### config.mk
export PLATFORM = sky130hd
export DESIGN_NAME = score_bcd_display_flat
export DESIGN_NICKNAME = d
export VERILOG_FILES = /design/src/rtl/score_display_pkg.sv /design/src/rtl/score_bcd_display_if.sv /design/src/rtl/score_bcd_display_bin2bcd_dd.sv /design/src/rtl/score_bcd_display.sv /design/src/flat_wrapper.sv
export SDC_FILE = /design/constraint.sdc
export NUM_CORES = 1
export LEC_CHECK = 0
export ABC_CLOCK_PERIOD_IN_PS = 1760
export BUFFER_PORTS_ARGS = -buffer_cell sky130_fd_sc_hd__clkbuf_2
export CAP_MARGIN = 20
export CORE_UTILIZATION = 41
export DETAILED_ROUTE_END_ITERATION = 16
export SYNTH_ARGS = -nofsm -noshare
export SYNTH_HDL_FRONTEND = slang
export SYNTH_SLANG_ARGS = --single-unit
### constraint.sdc
create_clock -name i_Clk -period 1.76 [get_ports i_Clk]
set_clock_uncertainty 0.1 [all_clocks]
set_input_delay 0.264 -clock i_Clk [delete_from_list [all_inputs] [get_ports i_Clk]]
set_output_delay 0.264 -clock i_Clk [all_outputs]
set_load 0.02 [all_outputs]
### src/rtl/score_display_pkg.sv
// Shared definitions for the score display: segment codes, FSM states and the
// per-digit segment encoder.
package score_display_pkg;

    localparam int BCD_NIBBLE_W = 4;

    // Segment patterns with lit = 1, bit order {A,B,C,D,E,F,G}
    localparam logic [6:0] SEG_0     = 7'h7E;
    localparam logic [6:0] SEG_1     = 7'h30;
    localparam logic [6:0] SEG_2     = 7'h6D;
    localparam logic [6:0] SEG_3     = 7'h79;
    localparam logic [6:0] SEG_4     = 7'h33;
    localparam logic [6:0] SEG_5     = 7'h5B;
    localparam logic [6:0] SEG_6     = 7'h5F;
    localparam logic [6:0] SEG_7     = 7'h70;
    localparam logic [6:0] SEG_8     = 7'h7F;
    localparam logic [6:0] SEG_9     = 7'h7B;
    localparam logic [6:0] SEG_BLANK = 7'h00;

    typedef enum logic [1:0] {
        IDLE,
        SHIFT,
        UPDATE
    } state_t;

    // Non-decimal nibbles render as a blank digit
    function automatic logic [6:0] seg_encode(input logic [BCD_NIBBLE_W-1:0] nibble);
        case (nibble)
            4'd0:    seg_encode = SEG_0;
            4'd1:    seg_encode = SEG_1;
            4'd2:    seg_encode = SEG_2;
            4'd3:    seg_encode = SEG_3;
            4'd4:    seg_encode = SEG_4;
            4'd5:    seg_encode = SEG_5;
            4'd6:    seg_encode = SEG_6;
            4'd7:    seg_encode = SEG_7;
            4'd8:    seg_encode = SEG_8;
            4'd9:    seg_encode = SEG_9;
            default: seg_encode = SEG_BLANK;
        endcase
    endfunction

    // 10^n, used to derive the largest displayable value
    function automatic int pow10(input int n);
        pow10 = 1;
        for (int i = 0; i < n; i++) pow10 = pow10 * 10;
    endfunction

endpackage

### src/rtl/score_bcd_display_if.sv
// Score-in / segments-out bundle between the game logic and the display driver.
interface score_bcd_display_if #(
    parameter int SCORE_W = 7,
    parameter int DIGITS  = 2
);
    logic [SCORE_W-1:0]  i_Score;
    logic [7*DIGITS-1:0] o_Segments;
    logic                o_Busy;
    logic                o_Overflow;

    modport master (output i_Score, input  o_Segments, o_Busy, o_Overflow);
    modport slave  (input  i_Score, output o_Segments, o_Busy, o_Overflow);
endinterface

### src/rtl/score_bcd_display_bin2bcd_dd.sv
// Sequential double-dabble binary-to-BCD engine: loads on i_Start, then shifts
// one score bit per cycle for SCORE_W cycles and pulses o_Done for one cycle.
module bin2bcd_dd
    import score_display_pkg::*;
#(
    parameter int SCORE_W = 7,
    parameter int DIGITS  = 2
) (
    input  logic                           i_Clk,
    input  logic                           i_Rst_N,
    input  logic                           i_Start,
    input  logic [SCORE_W-1:0]             i_Bin,
    output logic                           o_Busy,
    output logic                           o_Done,
    output logic [BCD_NIBBLE_W*DIGITS-1:0] o_Bcd
);

    localparam int BCD_W = BCD_NIBBLE_W * DIGITS;
    localparam int CNT_W = $clog2(SCORE_W + 1);

    logic [SCORE_W-1:0] bin_sr;
    logic [BCD_W-1:0]   bcd_q;
    logic [BCD_W-1:0]   bcd_adj;
    logic [CNT_W-1:0]   cnt_q;
    logic               busy_q;
    logic               done_q;

    // Add 3 to every nibble >= 5 ahead of the shift
    always_comb begin
        // NOTE: default first so every path assigns bcd_adj and no latch is inferred.
        bcd_adj = bcd_q;
        for (int k = 0; k < DIGITS; k++) begin
            if (bcd_q[k*BCD_NIBBLE_W +: BCD_NIBBLE_W] >= 4'd5)
                bcd_adj[k*BCD_NIBBLE_W +: BCD_NIBBLE_W] = bcd_q[k*BCD_NIBBLE_W +: BCD_NIBBLE_W] + 4'd3;
        end
    end

    // Load on start, then shift one bit per cycle; bits leaving the BCD MSB are dropped
    always_ff @(posedge i_Clk or negedge i_Rst_N) begin
        if (!i_Rst_N) begin
            bin_sr <= '0;
            bcd_q  <= '0;
            cnt_q  <= '0;
            busy_q <= 1'b0;
            done_q <= 1'b0;
        end else begin
            // NOTE: non-blocking so every register samples the pre-edge values.
            done_q <= 1'b0;
            if (i_Start) begin
                bin_sr <= i_Bin;
                bcd_q  <= '0;
                cnt_q  <= CNT_W'(SCORE_W);
                busy_q <= 1'b1;
            end else if (busy_q) begin
                bcd_q  <= (bcd_adj << 1) | BCD_W'(bin_sr[SCORE_W-1]);
                bin_sr <= bin_sr << 1;
                cnt_q  <= cnt_q - CNT_W'(1);
                if (cnt_q == CNT_W'(1)) begin
                    busy_q <= 1'b0;
                    done_q <= 1'b1;
                end
            end
        end
    end

    assign o_Busy = busy_q;
    assign o_Done = done_q;
    assign o_Bcd  = bcd_q;

endmodule

### src/rtl/score_bcd_display.sv
// Multi-digit 7-segment score driver. Captures the score when it changes,
// converts it to BCD, saturates to all 9s when out of range, and registers one
// segment pattern per digit (digit 0 = units) so the pins never glitch.
// Optional feature macro: LEADING_ZERO_BLANK_EN blanks leading zero digits.
module score_bcd_display
    import score_display_pkg::*;
#(
    parameter int SCORE_W    = 7,
    parameter int DIGITS     = 2,
    parameter int ACTIVE_LOW = 1
) (
    input logic                i_Clk,
    input logic                i_Rst_N,
    score_bcd_display_if.slave bus
);

    localparam int BCD_W    = BCD_NIBBLE_W * DIGITS;
    localparam int SEG_W    = 7 * DIGITS;
    localparam int MAX_DISP = pow10(DIGITS) - 1;
    localparam int CMP_W    = (SCORE_W > 32) ? SCORE_W : 32;
    localparam logic [SEG_W-1:0] SEG_OFF = {SEG_W{ACTIVE_LOW != 0}};

    state_t             state_q, state_d;
    logic [SCORE_W-1:0] score_q;
    logic               init_q;
    logic               ovf_cap_q;
    logic               capture;
    logic               over_range;
    logic               dd_busy, dd_done;
    logic [BCD_W-1:0]   dd_bcd;
    logic [BCD_W-1:0]   disp_bcd;
    logic [SEG_W-1:0]   seg_d, seg_q;
    logic               ovf_q;
    logic [6:0]         lit;
`ifdef LEADING_ZERO_BLANK_EN
    logic               lead;
`endif

    assign over_range = CMP_W'(bus.i_Score) > CMP_W'(MAX_DISP);

    bin2bcd_dd #(
        .SCORE_W(SCORE_W),
        .DIGITS (DIGITS)
    ) u_dd (
        .i_Clk  (i_Clk),
        .i_Rst_N(i_Rst_N),
        .i_Start(capture),
        .i_Bin  (bus.i_Score),
        .o_Busy (dd_busy),
        .o_Done (dd_done),
        .o_Bcd  (dd_bcd)
    );

    // Next-state logic: capture on first run or score change, wait for the engine, publish
    always_comb begin
        state_d = state_q;
        capture = 1'b0;
        case (state_q)
            IDLE: begin
                if (init_q || (bus.i_Score != score_q)) begin
                    capture = 1'b1;
                    state_d = SHIFT;
                end
            end
            SHIFT:   if (dd_done && !dd_busy) state_d = UPDATE;
            UPDATE:  state_d = IDLE;
            default: state_d = IDLE;
        endcase
    end

    // State register plus the values latched at capture
    always_ff @(posedge i_Clk or negedge i_Rst_N) begin
        if (!i_Rst_N) begin
            state_q   <= IDLE;
            score_q   <= '0;
            init_q    <= 1'b1;
            ovf_cap_q <= 1'b0;
        end else begin
            state_q <= state_d;
            if (capture) begin
                score_q   <= bus.i_Score;
                init_q    <= 1'b0;
                ovf_cap_q <= over_range;
            end
        end
    end

    // Encode the converted (or saturated) digits into pin-level segment patterns
    always_comb begin
        disp_bcd = ovf_cap_q ? {DIGITS{4'h9}} : dd_bcd;
        seg_d    = '0;
        lit      = SEG_BLANK;
`ifdef LEADING_ZERO_BLANK_EN
        lead     = 1'b1;
`endif
        for (int k = DIGITS - 1; k >= 0; k--) begin
            lit = seg_encode(disp_bcd[k*BCD_NIBBLE_W +: BCD_NIBBLE_W]);
`ifdef LEADING_ZERO_BLANK_EN
            if (disp_bcd[k*BCD_NIBBLE_W +: BCD_NIBBLE_W] != 4'd0) lead = 1'b0;
            if (lead && (k != 0)) lit = SEG_BLANK;
`endif
            seg_d[k*7 +: 7] = (ACTIVE_LOW != 0) ? ~lit : lit;
        end
    end

    // Output registers change only in UPDATE, holding the old value during conversion
    always_ff @(posedge i_Clk or negedge i_Rst_N) begin
        if (!i_Rst_N) begin
            seg_q <= SEG_OFF;
            ovf_q <= 1'b0;
        end else if (state_q == UPDATE) begin
            seg_q <= seg_d;
            ovf_q <= ovf_cap_q;
        end
    end

    assign bus.o_Segments = seg_q;
    assign bus.o_Overflow = ovf_q;
    assign bus.o_Busy     = (state_q != IDLE);

endmodule
### src/flat_wrapper.sv
// flat-port wrapper written by rule: the top's interface ports become plain ports
module score_bcd_display_flat import score_display_pkg::*;
#(
    parameter int SCORE_W    = 7,
    parameter int DIGITS     = 2,
    parameter int ACTIVE_LOW = 1
)
  (i_Clk, i_Rst_N, bus_i_Score, bus_o_Segments, bus_o_Busy, bus_o_Overflow);
  score_bcd_display_if #(.SCORE_W(SCORE_W), .DIGITS(DIGITS)) bus_i ();
  input logic i_Clk;
  input logic i_Rst_N;
  input wire logic [$bits(bus_i.i_Score)-1:0] bus_i_Score;
  output wire logic [$bits(bus_i.o_Segments)-1:0] bus_o_Segments;
  output wire logic [$bits(bus_i.o_Busy)-1:0] bus_o_Busy;
  output wire logic [$bits(bus_i.o_Overflow)-1:0] bus_o_Overflow;
  assign bus_i.i_Score = bus_i_Score;
  assign bus_o_Segments = bus_i.o_Segments;
  assign bus_o_Busy = bus_i.o_Busy;
  assign bus_o_Overflow = bus_i.o_Overflow;
  score_bcd_display #(.SCORE_W(SCORE_W), .DIGITS(DIGITS), .ACTIVE_LOW(ACTIVE_LOW)) u_core (.i_Clk(i_Clk), .i_Rst_N(i_Rst_N), .bus(bus_i));
endmodule
# ---- Yosys cells after proc, flatten, opt, wreduce, memory -nomap -nowiden
# Memories as Yosys holds them, arrays and structs flattened.
# Index checks and enable logic that the tools add are counted.
dict set report op_classes {
  muxes 20
  magnitude_cmp 3
  eq_ne 6
  bitwise_logic 3
  n_addsub 3
  n_reduce_logical 7
}
# cell count
set ops {}
lappend ops {{2-to-1 mux 8 bit} 3}
lappend ops {{2-to-1 mux 7 bit} 2}
lappend ops {{NOT 7 bit} 2}
lappend ops {{2-to-1 mux 3 bit} 3}
lappend ops {{>= comparator 4 x 3 -> 1 bit (second input constant)} 2}
lappend ops {{2-to-1 mux 1 bit} 8}
lappend ops {{OR 8 x 1 -> 8 bit} 1}
lappend ops {{greater-than comparator 7 bit (second input constant)} 1}
lappend ops {{!= test 7 bit} 1}
lappend ops {{adder 4 x 2 -> 4 bit (second input constant)} 1}
lappend ops {{2-to-1 mux 2 bit} 2}
lappend ops {{2-to-1 mux 4 bit} 1}
lappend ops {{!= test 2 x 1 -> 1 bit (second input constant)} 2}
lappend ops {{one-hot mux 2 bit (2 select lines)} 1}
lappend ops {{nonzero test 2 bit} 2}
lappend ops {{adder 3 x 2 -> 3 bit (second input constant)} 1}
lappend ops {{== test 3 x 1 -> 1 bit (second input constant)} 1}
lappend ops {{subtractor 3 x 1 -> 3 bit (second input constant)} 1}
lappend ops {{== test 2 x 1 -> 1 bit (second input constant)} 1}
lappend ops {{== test 2 bit (second input constant)} 1}
lappend ops {{zero test 2 bit} 1}
lappend ops {{AND reduction 2 bit} 1}
lappend ops {{logical AND 1 bit} 1}
lappend ops {{zero test 1 bit} 1}
lappend ops {{logical OR 1 bit} 1}
dict set report word_totals {
  ff_bits 46
  rom_bits 224
  in_bits 9
  memories 2
  word_cells 55
}
# name depth width rd rd_ports_with_merged_regs write_ports line_no
set mem_list {}
lappend mem_list {{(name not given)} 16 7 1 0 0 score_display_pkg.sv:28} ;# case (nibble)
lappend mem_list {{(name not given)} 16 7 1 0 0 score_display_pkg.sv:28}

# ---- Longest topological paths before layout
dict set report logic_depth {
  ltp_word 5
  mapped_depth 8
}

# ---- Modules after synthesis
# Synthesis repeated with hierarchy kept, for this count alone.
dict set report hier_totals {
  hier_cells 257
  area_unflattened_um2 2605.0
}
# module n_inst seq_area_each_um2 area_per_inst_um2 cells_per_inst
set by_module_without_submodules {}
lappend by_module_without_submodules {score_bcd_display 1 669.4 1534.0 154}
lappend by_module_without_submodules {bin2bcd_dd 1 500.5 1071.0 103}

# ---- Worst setup path after synthesis
# OpenSTA, ideal clock, no wires.
dict set report synth_timing {
  kind {reg-to-reg}
  startpoint {register u_core.ovf_cap_q}
  endpoint {register u_core.seg_q[12] (netlist: u_core.bus.o_Segments[12])}
  arrival_time_ps 1601
  n_path_buf 1
  path_stages_with_launch 7
  setup_slack_ps -1
  required_ps 1600
  synth_period_minus_slack_ps 1761
  path_cell_list {dfrtp_1 -> clkbuf_1 -> or2_2 -> ha_1 -> nand2b_1 -> a211oi_1 -> a21o_1}
}
dict set report synth_between {
  elab_chain_len 3
}
# element line_no
set synth_lines {}
lappend synth_lines {{start: declaration} score_bcd_display.sv:26} ;# logic ovf_cap_q;
lappend synth_lines {{start signal: assignment} score_bcd_display.sv:83} ;# ovf_cap_q <= over_range;
lappend synth_lines {{2-to-1 mux 8 bit} score_bcd_display.sv:90} ;# disp_bcd = ovf_cap_q ? {DIGITS{4'h9}} : dd_bcd;
lappend synth_lines {{memory (16 x 7 bit)} -}
lappend synth_lines {{NOT 7 bit} score_bcd_display.sv:102} ;# seg_d[k*7 +: 7] = (ACTIVE_LOW != 0) ? ~lit : lit;
lappend synth_lines {{end signal: assignment} score_bcd_display.sv:112} ;# seg_q <= seg_d;
lappend synth_lines {{end: declaration} score_bcd_display.sv:32} ;# logic [SEG_W-1:0] seg_d, seg_q;
# No other way between the ends.
# A chain may end at the register's enable or synchronous reset.

# ---- Worst setup path after layout
dict set report layout_timing {
  startpoint {register u_core.u_dd.bcd_q[4] (netlist: u_core.u_dd.o_Bcd[4])}
  endpoint {register u_core.seg_q[12] (netlist: u_core.bus.o_Segments[12])}
}
dict set report layout_between {
  elab_chain_len 3
}
# element line_no
set layout_lines {}
lappend layout_lines {{start: declaration} score_bcd_display_bin2bcd_dd.sv:22} ;# logic [BCD_W-1:0] bcd_q;
lappend layout_lines {{start signal: assignment} score_bcd_display_bin2bcd_dd.sv:55} ;# bcd_q <= (bcd_adj << 1) | BCD_W'(bin_sr[SCORE_W-1]);
lappend layout_lines {{2-to-1 mux 8 bit} score_bcd_display.sv:90}
lappend layout_lines {{memory (16 x 7 bit)} -}
lappend layout_lines {{NOT 7 bit} score_bcd_display.sv:102}
# No other way between the ends.

==> results.cfg <==
[grt]
grt_pass1_vias = 1792
grt_pass1_wl_um = 8220
grt_remaining_overflow = 0
grt_start_max_net_pins = 29
grt_use_total_pct = 16.6
antenna_found_initial = 0

[clocking]
clock-root-buffer = clkbuf_8
cts_tree = yes
clk_pin_slew_ns = 0.09
post_cts_buffers = 0
clk_latency_ns = 0.30
cts_sinks = 46
htreeDepth = 2
clockBufferDepth = 2
cts_buffers = 5

[yosys]
yosys_warnings = 0
yosys.area.top_type_share_pct = 30.8
syn-num-nets = 281
synth-seq-area-share_pct = 46.5
synthArstFlopShare_pct = 100
ys_top_cells_by_area = dfrtp_1 (31%), dfstp_2 (16%), ha_1 (8.0%), mux2i_1 (5.2%), nand2_1 (4.5%)
synth_cell_types = 40
ys.flop_type = dfrtp_1
synth-seq-cells = 46
synth_top_area_cell = dfrtp_1
synth_edf_count = 0
synth_area_mm2 = 0.00252
synth_cells = 256
postSynthAreaPerCell_um2 = 9.83

[floorplan]
io_pins = 25
start_util_pct = 42.5
row_count = 28
die_area_mm2 = 0.00646
dieHeight_um = 80.4
coreArea_mm2 = 0.00592
fp.dieW_um = 80.4

[finish]
drive_gt1_share_pct = 24.6
regArea_mm2 = 0.00117
area_growth_pct = 15.3
multiInputGateArea_mm2 = 0.00123
finalNetCount = 313
n_fill_cell = 556
final_common_cell = dfrtp_1
antenna_cells = 0
mostFrequentLayoutCells = dfrtp_1 (31), nand2_1 (30), clkbuf_2 (24), nor2_1 (19)

[worst_setup_path]
worst_setup_path_end_kind = flop
required_ns = 1.91
critPathMaxFanout = 6
r2r_slack_ns = 0.08
start_kind = flop
r2r.worst_path.cells = 5
worstPathArrival_ns = 1.83
crit_type = flop to flop

[route]
remaining_drc_errors = 0
drtAntennaViolNets = 0
via_per_inst = 5.00
vias = 1820
drt_iter0_drc = 82
wl_per_cell_um = 12.8
dr.pass1.iters = 4
routed_wl_um = 4650

[power]
p_seq_share_pct = 37.9
total_power_mw = 5.05
p_leak_nw = 1.39
power_switching_mw = 2.07
p_clk_share_pct = 13.5
peakVddDrop_mv = 0.715
p_int_mw = 2.98
p_per_area_mw_per_mm2 = 1740
switching_share_pct = 41.0
p_comb_share_pct = 48.6

[place]
place.gp.congestion = 0.777
hpwl_um = 3390
io_buffers = 24

[status]
status = finished clean

[sta]
fin_setup_tns_ns = 0
rsz0062_at_grt = true
period_share_pct = 95.5
max_freq_mhz = 595
maxSlewViolCount = 0
tightest_slew_ns = 0.560
finalSetupViolCount = 0
period_needed_ns = 1.68
slew_headroom_pct = 62.7
hold_violations = 0

[min_path]
hold_depth = 3
hold_path.class = input port to flop

[flow_run]
cap_violations = 0
-- repair_timing --
item | CTS | global route
gates resized for setup | 0 | 2
hold endpoints to repair | 8 | 0
endpoints found under the setup margin | 0 | 5
hold buffers | 1 | 0
-- metrics by stage --
| stage | cells | hold WS [ns] | cell area [µm²] | utilization [%] | worst slack, ns |
|---|---|---|---|---|---|
| floorplan | 256 | -0.132 | 2520 | - | 0.0205 |
| global placement | 355 | 0.157 | 2800 | 47.3 | 0.111 |
| detailed placement | 355 | 0.159 | 2800 | 47.3 | 0.0693 |
| CTS | 364 | 0.103 | 2900 | 49.0 | 0.0536 |
| global route | 364 | 0.126 | 2900 | 49.0 | -0.0448 |
| finish | 364 | 0.111 | 2900 | 49.0 | 0.0793 |
-- Yosys cell counts, drive strengths merged (2+ instances only) --
cell,instances
o31ai,4
xor2,8
a21oi,12
o21bai,2
dfstp,15
xnor2,4
nor3b,3
o21ai,26
nor2,20
a22o,3
a211oi,2
nor4,2
inv,16
nand3,2
nand2b,16
a21o,2
nand2,30
mux2,5
mux2i,13
clkbuf,7
buf,6
ha,16
dfrtp,31
-- final timing paths --
path | from | end
max | u_core.u_dd.o_Bcd[4] | u_core.bus.o_Segments[12]
min | bus_i_Score[1] | u_core.u_dd.bin_sr[1]
max reg2reg | u_core.u_dd.o_Bcd[4] | u_core.bus.o_Segments[12]
min reg2reg | u_core.bus.o_Segments[9] | u_core.bus.o_Segments[9]
max in group asynchronous | i_Rst_N | u_core.init_q
min in group asynchronous | i_Rst_N | u_core.bus.o_Overflow
-- area by class of cell --
type / instances / share of cell area, %
multi-input combinational: 181 / 42.4
sequential: 46 / 40.3
timing repair buffer: 38 / 8.71
tap: 75 / 3.23
clock buffer: 6 / 2.84
inverter: 16 / 2.07
clock inverter: 2 / 0.431
-- power by group through the flow --
stage	clock, mW	combinational [mW]	sequential, mW
finish	0.684	2.45	1.92
global route	0.758	2.80	1.98
CTS	0.709	2.48	1.92
detailed placement	0	2.46	1.94
global placement	0	2.43	1.93
floorplan	0	1.81	1.93
-- critical path, cell delays in order (launching register included) --
cell and delay [ns]:
dfrtp_1 0.44, or2_2 0.33, ha_1 0.27, nand2b_1 0.15, a211oi_1 0.23, a21o_1 0.11
-- registers in the layout (all words and copies together), names as in the netlist --
name / cells
u_core.bus.o_Overflow: 1
u_core.bus.o_Segments: 14
u_core.init_q: 1
u_core.ovf_cap_q: 1
u_core.score_q: 7
u_core.state_q: 2
u_core.u_dd.bin_sr: 7
u_core.u_dd.cnt_q: 3
u_core.u_dd.o_Bcd: 8
u_core.u_dd.o_Busy: 1
u_core.u_dd.o_Done: 1
-- logic make-up (layout without fill, tap and decap cells) --
| group | after synthesis | in the layout | share of synthesized area [%] |
|---|---|---|---|
| simple gates | 76 | 76 | 14.8 |
| xor+xnor | 12 | 12 | 4.17 |
| flops | 46 | 46 | 46.5 |
| buf+inv | 29 | 62 | 4.62 |
| mux | 18 | 18 | 7.41 |
| compound gates | 59 | 59 | 14.6 |
| fa+ha+maj | 16 | 16 | 7.95 |
-- per-layer routing --
layer / wire length, µm / up-vias / track usage, %
met3: 177 / 4 / 3.98
met5: 0 / - / 0
met2: 2150 / 34 / 27.6
li1: - / 922 / -
met1: 2280 / 860 / 21.2
met4: 45 / 0 / 4.82
Note: power is estimated with default switching activity, not from simulation.
